File: config.mk
export PLATFORM = sky130hd
export DESIGN_NAME = punch_upper
export DESIGN_NICKNAME = d
export VERILOG_FILES = /design/src/rtl/punch_upper.sv
export SDC_FILE = /design/constraint.sdc
export NUM_CORES = 1
export LEC_CHECK = 0
export ABC_AREA = 1
export BUFFER_PORTS_ARGS = -buffer_cell sky130_fd_sc_hd__buf_2
export CAP_MARGIN = 20
export CORE_MARGIN = 5
export CORE_UTILIZATION = 50
export CTS_BUF_LIST = sky130_fd_sc_hd__clkbuf_4
export CTS_CLUSTER_DIAMETER = 60
export DETAILED_ROUTE_END_ITERATION = 8
export PLACE_DENSITY = 0.73
export SLEW_MARGIN = 20
export SYNTH_ARGS = -nofsm -noshare
export SYNTH_HDL_FRONTEND = slang
export SYNTH_SLANG_ARGS = --single-unit
File: constraint.sdc
create_clock -name clk -period 2.99 [get_ports clk]
set_input_delay 0.299 -clock clk [delete_from_list [all_inputs] [get_ports clk]]
set_output_delay 0.299 -clock clk [all_outputs]
set_load 0.005 [all_outputs]
File: src/rtl/punch_upper.sv
// punch_upper: word-to-serial framer, LSB-first payload
// followed by one even-parity beat flagged with out_last.
module punch_upper #(
  parameter int WIDTH = 8
) (
  input  logic             clk,
  input  logic             reset,
  input  logic [WIDTH-1:0] in_data,
  input  logic             in_valid,
  output logic             in_ready,
  output logic             out_bit,
  output logic             out_valid,
  output logic             out_last,
  input  logic             out_ready,
  output logic [7:0]       words_sent
);

  localparam int CW = $clog2(WIDTH);
  localparam logic [CW-1:0] LAST = CW'(WIDTH - 1);

  typedef enum logic [1:0] {
    IDLE,
    SHIFT,
    PARITY
  } state_t;

  state_t           state_q, state_d;
  logic [WIDTH-1:0] sh_q, sh_d;
  logic             par_q, par_d;
  logic [CW-1:0]    cnt_q, cnt_d;
  logic [7:0]       ws_q, ws_d;

  // Handshake signals and beat outputs decoded from registered state
  always_comb begin
    in_ready   = (state_q == IDLE) && !reset;
    out_valid  = 1'b0;
    out_last   = 1'b0;
    out_bit    = 1'b0;
    words_sent = ws_q;
    unique case (state_q)
      SHIFT: begin
        out_valid = 1'b1;
        out_bit   = sh_q[0];
      end
      PARITY: begin
        out_valid = 1'b1;
        out_last  = 1'b1;
        out_bit   = par_q;
      end
      default: ;
    endcase
  end

  // Next-state: load on accept, shift on beat handshake
  always_comb begin
    state_d = state_q;
    sh_d    = sh_q;
    par_d   = par_q;
    cnt_d   = cnt_q;
    ws_d    = ws_q;
    unique case (state_q)
      IDLE: begin
        if (in_valid && in_ready) begin
          sh_d    = in_data;
          par_d   = ^in_data;
          cnt_d   = '0;
          state_d = SHIFT;
        end
      end
      SHIFT: begin
        if (out_ready) begin
          sh_d  = sh_q >> 1;
          cnt_d = cnt_q + CW'(1);
          if (cnt_q == LAST) begin
            cnt_d   = '0;
            state_d = PARITY;
          end
        end
      end
      PARITY: begin
        if (out_ready) begin
          ws_d    = ws_q + 8'd1;
          state_d = IDLE;
        end
      end
      default: state_d = IDLE;
    endcase
  end

  // State registers with synchronous reset
  always_ff @(posedge clk) begin
    if (reset) begin
      state_q <= IDLE;
      sh_q    <= '0;
      par_q   <= 1'b0;
      cnt_q   <= '0;
      ws_q    <= '0;
    end else begin
      state_q <= state_d;
      sh_q    <= sh_d;
      par_q   <= par_d;
      cnt_q   <= cnt_d;
      ws_q    <= ws_d;
    end
  end

endmodule

# After elaboration in Yosys (flattened, before gate mapping)
# Index checks and enable logic that the tools add are counted.
# W data, S select, Z words.
dict set report classes {
  n_addsub 2
  n_eq_ne 7
  mux 15
  reduce_logical 11
}
# cell n
set ops {}
lappend ops {{$mux W8} 2}
lappend ops {{$pmux W8 S2} 1}
lappend ops {{$mux W3} 3}
lappend ops {{$add A8 B1 Y8 const B} 1}
lappend ops {{$mux W2} 4}
lappend ops {{$reduce_xor A8 Y1} 1}
lappend ops {{$ne A2 B2 Y1 const B} 3}
lappend ops {{$pmux W2 S3} 1}
lappend ops {{$pmux W3 S2} 1}
lappend ops {{$reduce_and A2 Y1} 2}
lappend ops {{$reduce_and A4 Y1} 1}
lappend ops {{$add A3 B1 Y3 const B} 1}
lappend ops {{$eq A3 B3 Y1 const B} 1}
lappend ops {{$reduce_and A3 Y1} 1}
lappend ops {{$eq A2 B1 Y1 const B} 1}
lappend ops {{$eq A2 B2 Y1 const B} 1}
lappend ops {{$logic_and A1 B1 Y1} 2}
lappend ops {{$logic_not A2 Y1} 1}
lappend ops {{$mux W1} 2}
lappend ops {{$ne A2 B1 Y1 const B} 1}
lappend ops {{$pmux W1 S2} 1}
lappend ops {{$reduce_bool A2 Y1} 1}
lappend ops {{$reduce_or A2 Y1} 1}
lappend ops {{$logic_not A1 Y1} 1}
dict set report totals {
  reg_bits 22
  in_bits 12
  out_inout_bits 12
  wordCells 40
}

# Logic depth before layout (Yosys ltp)
# Gate-level depths: netlist of the first run.
dict set report logic_depth {
  word_depth 5
  ltp_mapped 10
  mapped_depth_nobuf 10
}

# Least setup slack after synthesis of the first run
# OpenSTA, ideal clock, no wires.
dict set report synth_path {
  path_type {reg2out}
  from {register state_q[1]}
  to {output port out_bit}
  t_arrival_ps 1136
  required_ps 2691
  setup_slack_ps 1555
  path_stages_with_launch 7
  path_buffers 2
  path_cell_list {dfxtp_1 inv_1 ha_1 buf_2 buf_2 nand2_1 a21boi_0}
}
dict set report synth_between {
  elab_chain_len 2
  elab_cells_between_ends 3
  classes_between {2 x eq/ne; 1 x mux}
}
# item line_no
set synth_rtl {}
lappend synth_rtl {{from (decl)} 27} ;# state_t state_q, state_d;
lappend synth_rtl {{from (signal assigned)} 99} ;# state_q <= state_d;
lappend synth_rtl {{$eq A2 B2 Y1 / $eq A2 B1 Y1 (equally long branches)} 40} ;# unique case (state_q)
lappend synth_rtl {{$pmux W1 S2 (*)} 40}
lappend synth_rtl {{to (decl)} 11} ;# output logic out_bit,
# Every way passes the cells marked *; elsewhere a longest branch is shown, timed or not.

# Worst setup path after layout of the first run
# Same ends and word-level chain as after synthesis.

==> impl_metrics.csv, run 1 <==
group,metric,value,unit
cts,cts_max_level,1,
detailed_routing,drtAntennaViolNets,0,
final_layout,nets,237,
critical_path,cp-start-kind,"flop",
global_routing,grt_antenna_before_repair,0,
synthesis,synth_common_cells,"nand2_1, nor2_1, inv_1",
cts,cts.sinks,22,
die,ioPinCount,24,
placed_design,place_hpwl,2.04,mm
detailed_routing,wire_per_inst,10.5,um
hold_path,min_path_cells,2,
final_layout,diodes,0,
final_layout,finalInstanceArea,0.00143,sq mm
cts,clock_latency,0.31,ns
power_and_ir_drop,p_per_area,641,mW/mm^2
final_layout,final_cells,247,
cts,tritoncts,"done",
global_routing,grt_pass1_vias,1166,
cts,cts_buffers,3,
critical_path,critical_path_required,2.69,ns
die,coreArea,0.00243,sq mm
critical_path,worstSetupEndpointType,"output pin",
placed_design,gp_congestion,0.807,
timing,tightest_slew,0.579,ns
synthesis,syn_inst,194,
timing,fin_ws,0.984,ns
die,die_y,60.1,um
timing,finalHoldViolCount,0,
synthesis,synth_edf_count,0,
synthesis,ys_warn_count,0,
synthesis,synth_most_common_cell,"nand2_1",
power_and_ir_drop,ir_worst_vdd,366,uV
power_and_ir_drop,pwr-share-clk,0.249,
synthesis,synth_top_cell_by_area,"dfxtp_1",
detailed_routing,drcViolationCount,0,
synthesis,synthDistinctLibCells,22,
power_and_ir_drop,power_leakage,0.000726,uW
critical_path,setup.worst_path.class,"flop to output pin",
flow_run,max-cap-violations,0,
timing,relSlewSlack,0.614,
critical_path,cp.arrival,1.71,ns
cts,clk_pin_slew,0.13,ns
power_and_ir_drop,p_sw,320,uW
global_routing,grt_pass1_wl,4.51,mm
final_layout,drive_gt1_frac,0.161,
power_and_ir_drop,internal-power,600,uW
final_layout,areaGrowthSynthToFinish,14.4,%
outcome,outcome,"completed",
timing,period_share,0.671,
synthesis,synth_seq_area_share,0.351,
timing,period_needed,2.01,ns
detailed_routing,vias,1214,
cts,ctsResizeCount,0,
power_and_ir_drop,p_comb_frac,0.334,
timing,fin_skew,0.0113,ns
detailed_routing,drt-pass1-iter-count,4,
power_and_ir_drop,switching_share,0.348,
detailed_routing,drtIter0Drc,54,
die,initial_core_util,0.515,
global_routing,grt_overflow_total,0,
critical_path,ff2ff_path_depth,8,
global_routing,grt_usage,0.161,
synthesis,synth_top_area_frac,0.351,
synthesis,ys_async_sr_fraction,0,
global_routing,grt_max_degree,21,
timing,rsz0062_at_grt,"no",
power_and_ir_drop,seq_power_share,0.418,
placed_design,place_area,0.00138,sq mm
synthesis,syn-cell-area,0.00125,sq mm
die,fp.dieW,60.1,um
cts,postCtsHoldBufs,0,
detailed_routing,drt_wl_total,2.58,mm
cts,post-cts-setup-buffers,0,
placed_design,detailedPlace.worstSlack,1.06,ns
synthesis,synth-main-ff-cell,"dfxtp_1",
synthesis,synth_seq_cells,22,
synthesis,synth.area.top_cells,"dfxtp_1, nand2_1, nor2_1",
timing,finalSetupViolations,0,
placed_design,dp.cells,243,
timing,holdWs,0.230,ns
timing,fmax,0.499,GHz
synthesis,synth_area_per_cell,6.46,sq um
die,die_area,0.00361,sq mm
detailed_routing,vias_per_cell,4.91,
die,rows,18,
placed_design,port_buffers,23,
cts,clockBufferDepth,2,
synthesis,syn_nets,213,
cts,clockRootBuffer,"clkbuf_4",
critical_path,cp_max_fo,20,
timing,drv_slew,0,
timing,timing.setup.tns,0,ns
hold_path,hold_class,"input port to flop",
## through the flow
stage / total power (uW) / util
6_report: 919 / 0.590
5_1_grt: 992 / 0.590
4_1_cts: 923 / 0.590
3_5_place_dp: 695 / 0.568
3_3_place_gp: 684 / 0.568
2_1_floorplan: 625 / -
## per-layer routing
layer	vias to the layer above	global-route usage	wire length (um)	share of wire
met5	-	0	0	0
met4	0	0.0791	27	0.010
met3	2	0.0194	115	0.045
met2	24	0.289	1260	0.49
met1	537	0.187	1180	0.46
li1	651	-	-	-
## worst max-delay path: stages, from the launching register on
cell and delay (ns):
dfxtp_1 0.34, inv_1 0.12, ha_1 0.54, nand2_1 0.09, a21boi_0 0.17, buf_2 0.13
## power groups by stage
| stage | combinational (uW) | sequential, uW | clock, uW |
|---|---|---|---|
| 2_1_floorplan | 244 | 381 | 0 |
| 3_3_place_gp | 297 | 388 | 0 |
| 3_5_place_dp | 306 | 389 | 0 |
| 4_1_cts | 307 | 383 | 232 |
| 5_1_grt | 356 | 390 | 246 |
| 6_report | 307 | 384 | 229 |
## worst paths after layout
path / startpoint / to / slack [ns]
worst max-delay path: state_q[1] / out_bit / 0.98
worst min-delay path: reset / words_sent[7] / 0.23
worst max register to register: state_q[1] / cnt_q[1] / 0.99
worst min register to register: words_sent[5] / words_sent[5] / 0.48
## cells in the final DEF, fill, tap and decap left out
master,instances
nand2_1,55
nor2_1,31
inv_1,26
buf_2,23
o21ai_0,22
dfxtp_1,22
a21oi_1,8
ha_1,7
nand3_1,6
inv_2,3
clkbuf_4,3
a21boi_0,1
nand3_4,1
o21ai_2,1
nand2_4,1
or2_2,1
o21ai_1,1
nor3_2,1
nand4_1,1
o21bai_1,1
xnor2_1,1
bufinv_16,1
## registers in the layout (all words and copies together), names as in the netlist
signal and count:
state_q 2, par_q 1, cnt_q 3, sh_q 8, words_sent 8
## cells by family (layout without fill, tap and decap cells)
logic type,count (synthesis),count (layout),share of synthesized area
AOI/OAI and AO/OA,34,34,0.143
xor gates and xnor gates,1,1,0.00699
adders and majority gates,7,7,0.0699
buffers and inverters,33,56,0.107
DFF,22,22,0.351
and+or+nand+nor,97,97,0.322
## cell type report
class	count	area, sq um
inverters	29	109
clock inverters	1	30.0
multi-input cells	139	679
repair buffers	23	115
fillers	248	998
well taps	30	37.5
clock buffers	3	22.5
flip-flops and latches	22	440
Note: power is estimated with default switching activity, not from simulation.
==> run 2, diff against run 1 <==
- PLACE_DENSITY: 0.73 -> 0.76
- clock period: 2.99 -> 1.8 ns (I/O delays scaled with it)
==> run 2 against run 1 <==
  * Clock-buffer cell count stayed put
  * Combinational power is 75% higher
  * Cell area is 0.35% higher
  * Utilization is 0.21 points higher
  * Cell count is 0.81% higher
  * Wire length is 4.9% lower
  * Critical path depth is 1 higher
  * Hold slack worse by 0.093 ns
  * Die area stayed put
  * Flip-flop and latch count stayed put
  * Sequential share of layout area is 0.11 points lower
  * Global-route usage is 1.9 points lower
  * Critical endpoint unchanged
  * Largest cell class unchanged
==> impl_metrics.csv, run 2 (synthesis results as in run 1) <==
group,metric,value,unit
final_layout,final_common_cell,"nand2_1",
placed_design,dp.cells,245,
detailed_routing,vias_per_cell,4.85,
cts,clock_latency,0.30,ns
final_layout,final_cell_mix,"nand2_1, nor2_1, inv_1, buf_2",
timing,timing.setup.tns,0,ns
die,die_y,60.1,um
outcome,outcome,"completed",
critical_path,crit_buf_inv,3,
cts,tritoncts,"done",
placed_design,detailedPlace.worstSlack,0.275,ns
final_layout,diodes,0,
critical_path,worstSetupEndpointType,"output pin",
final_layout,areaGrowthSynthToFinish,14.8,%
die,die_area,0.00361,sq mm
detailed_routing,vias,1207,
critical_path,path_cells,"inv_1, ha_4, buf_6, nand2_1, a21boi_0, buf_2",
power_and_ir_drop,power_leakage,0.000725,uW
final_layout,regArea,440,sq um
timing,rsz0062_at_grt,"no",
detailed_routing,drtIter0Drc,28,
timing,finalSetupViolations,0,
critical_path,critical_path_required,1.62,ns
cts,clockBufferDepth,2,
detailed_routing,wire_per_inst,9.86,um
detailed_routing,drt_wl_total,2.46,mm
timing,fmax,0.598,GHz
critical_path,path_delay_family,"buffers and inverters",
final_layout,multi_input_area,692,sq um
timing,finalHoldViolCount,0,
critical_path,cp_max_fo,15,
cts,cts_max_level,1,
cts,cts_buffers,3,
timing,period_share,0.928,
power_and_ir_drop,p_per_area,976,mW/mm^2
flow_run,max-cap-violations,0,
timing,period_needed,1.67,ns
global_routing,grt_pass1_vias,962,
critical_path,slowest_delay,0.33,ns
cts,clk_pin_slew,0.13,ns
placed_design,port_buffers,23,
final_layout,nets,239,
final_layout,final_cells,249,
detailed_routing,drt-pass1-iter-count,4,
critical_path,cp.arrival,1.49,ns
timing,fin_skew,0.00461,ns
cts,clockRootBuffer,"clkbuf_4",
power_and_ir_drop,total_power,1400,uW
detailed_routing,drcViolationCount,0,
die,fp.dieW,60.1,um
final_layout,n_fill_cell,249,
global_routing,grt_max_degree,19,
timing,fin_ws,0.129,ns
critical_path,slowest_stage,"dfxtp_1",
detailed_routing,drtAntennaViolNets,0,
final_layout,drive_gt1_frac,0.169,
critical_path,setup.worst_path.class,"flop to output pin",
global_routing,grt_pass1_wl,3.91,mm
die,coreArea,0.00243,sq mm
global_routing,grt_antenna_before_repair,0,
placed_design,place_hpwl,1.88,mm
global_routing,grt_usage,0.142,
die,initial_core_util,0.515,
critical_path,cp-start-kind,"flop",
die,rows,18,
cts,cts.sinks,22,
hold_path,hold_class,"input port to flop",
die,ioPinCount,24,
power_and_ir_drop,ir_worst_vdd,505,uV
timing,tightest_slew,0.226,ns
timing,relSlewSlack,0.848,
timing,drv_slew,0,
global_routing,grt_overflow_total,0,
placed_design,gp_congestion,0.851,
[run 2: cell types whose count changed in the layout (fill, tap and decap cells not counted), sizes merged]
cell / change
buf: +2
bufinv: -1
clkinv: +1
[run 2: routing by layer]
| layer | GRT usage | share of wire | vias to the layer above |
|---|---|---|---|
| met5 | 0 | 0 | - |
| met2 | 0.244 | 0.46 | 25 |
| met1 | 0.181 | 0.48 | 529 |
| li1 | - | - | 651 |
| met3 | 0.0194 | 0.045 | 2 |
| met4 | 0.0475 | 0.010 | 0 |
[run 2: worst paths after layout]
check	startpoint	end	slack, ns	cells after the start
hold / removal	reset	words_sent[7]	0.14	2
setup reg to reg	state_q[0]	cnt_q[1]	0.24	8
setup / recovery	state_q[1]	out_bit	0.13	6
hold reg to reg	sh_q[7]	sh_q[7]	0.47	2
[run 2: layout make-up]
class | count | area share
Tap cell | 30 | 0.0261
Clock inverter | 1 | 0.00261
Timing Repair Buffer | 25 | 0.0930
Multi-Input combinational cell | 139 | 0.481
Sequential cell | 22 | 0.306
Clock buffer | 3 | 0.0157
Inverter | 29 | 0.0757
[run 2: worst reg2reg max path, stage by stage, from the launching register on]
cell     delay [ns]
dfxtp_1        0.36
inv_1          0.14
ha_1           0.29
nand3_4        0.13
o21ai_2        0.10
nand2_4        0.12
inv_2          0.16
nand3_1        0.09
a21oi_1        0.12
[run 2: stage by stage]
step	hold slack (ns)	cell area, sq um	utilization
floorplan	0.249	1250	-
global placement	0.453	1400	0.574
detailed placement	0.460	1400	0.574
CTS	0.131	1430	0.586
global route	0.132	1440	0.592
finish	0.138	1440	0.592
[run 2: repair_timing]
item	4_1_cts	5_1_grt
setup buffers	0	0
resized for setup	1	2
pin swaps	0	0
hold buffers	0	0
setup endpoints to repair	1	1
[run 2: where the power goes]
part           total [uW]  switching (uW)  internal [uW]  leakage [uW]
sequential            639            58.6            581      0.000179
combinational         536             324            212      0.000530
clock                 229             149           80.6     0.0000154
total                1400             531            873      0.000725
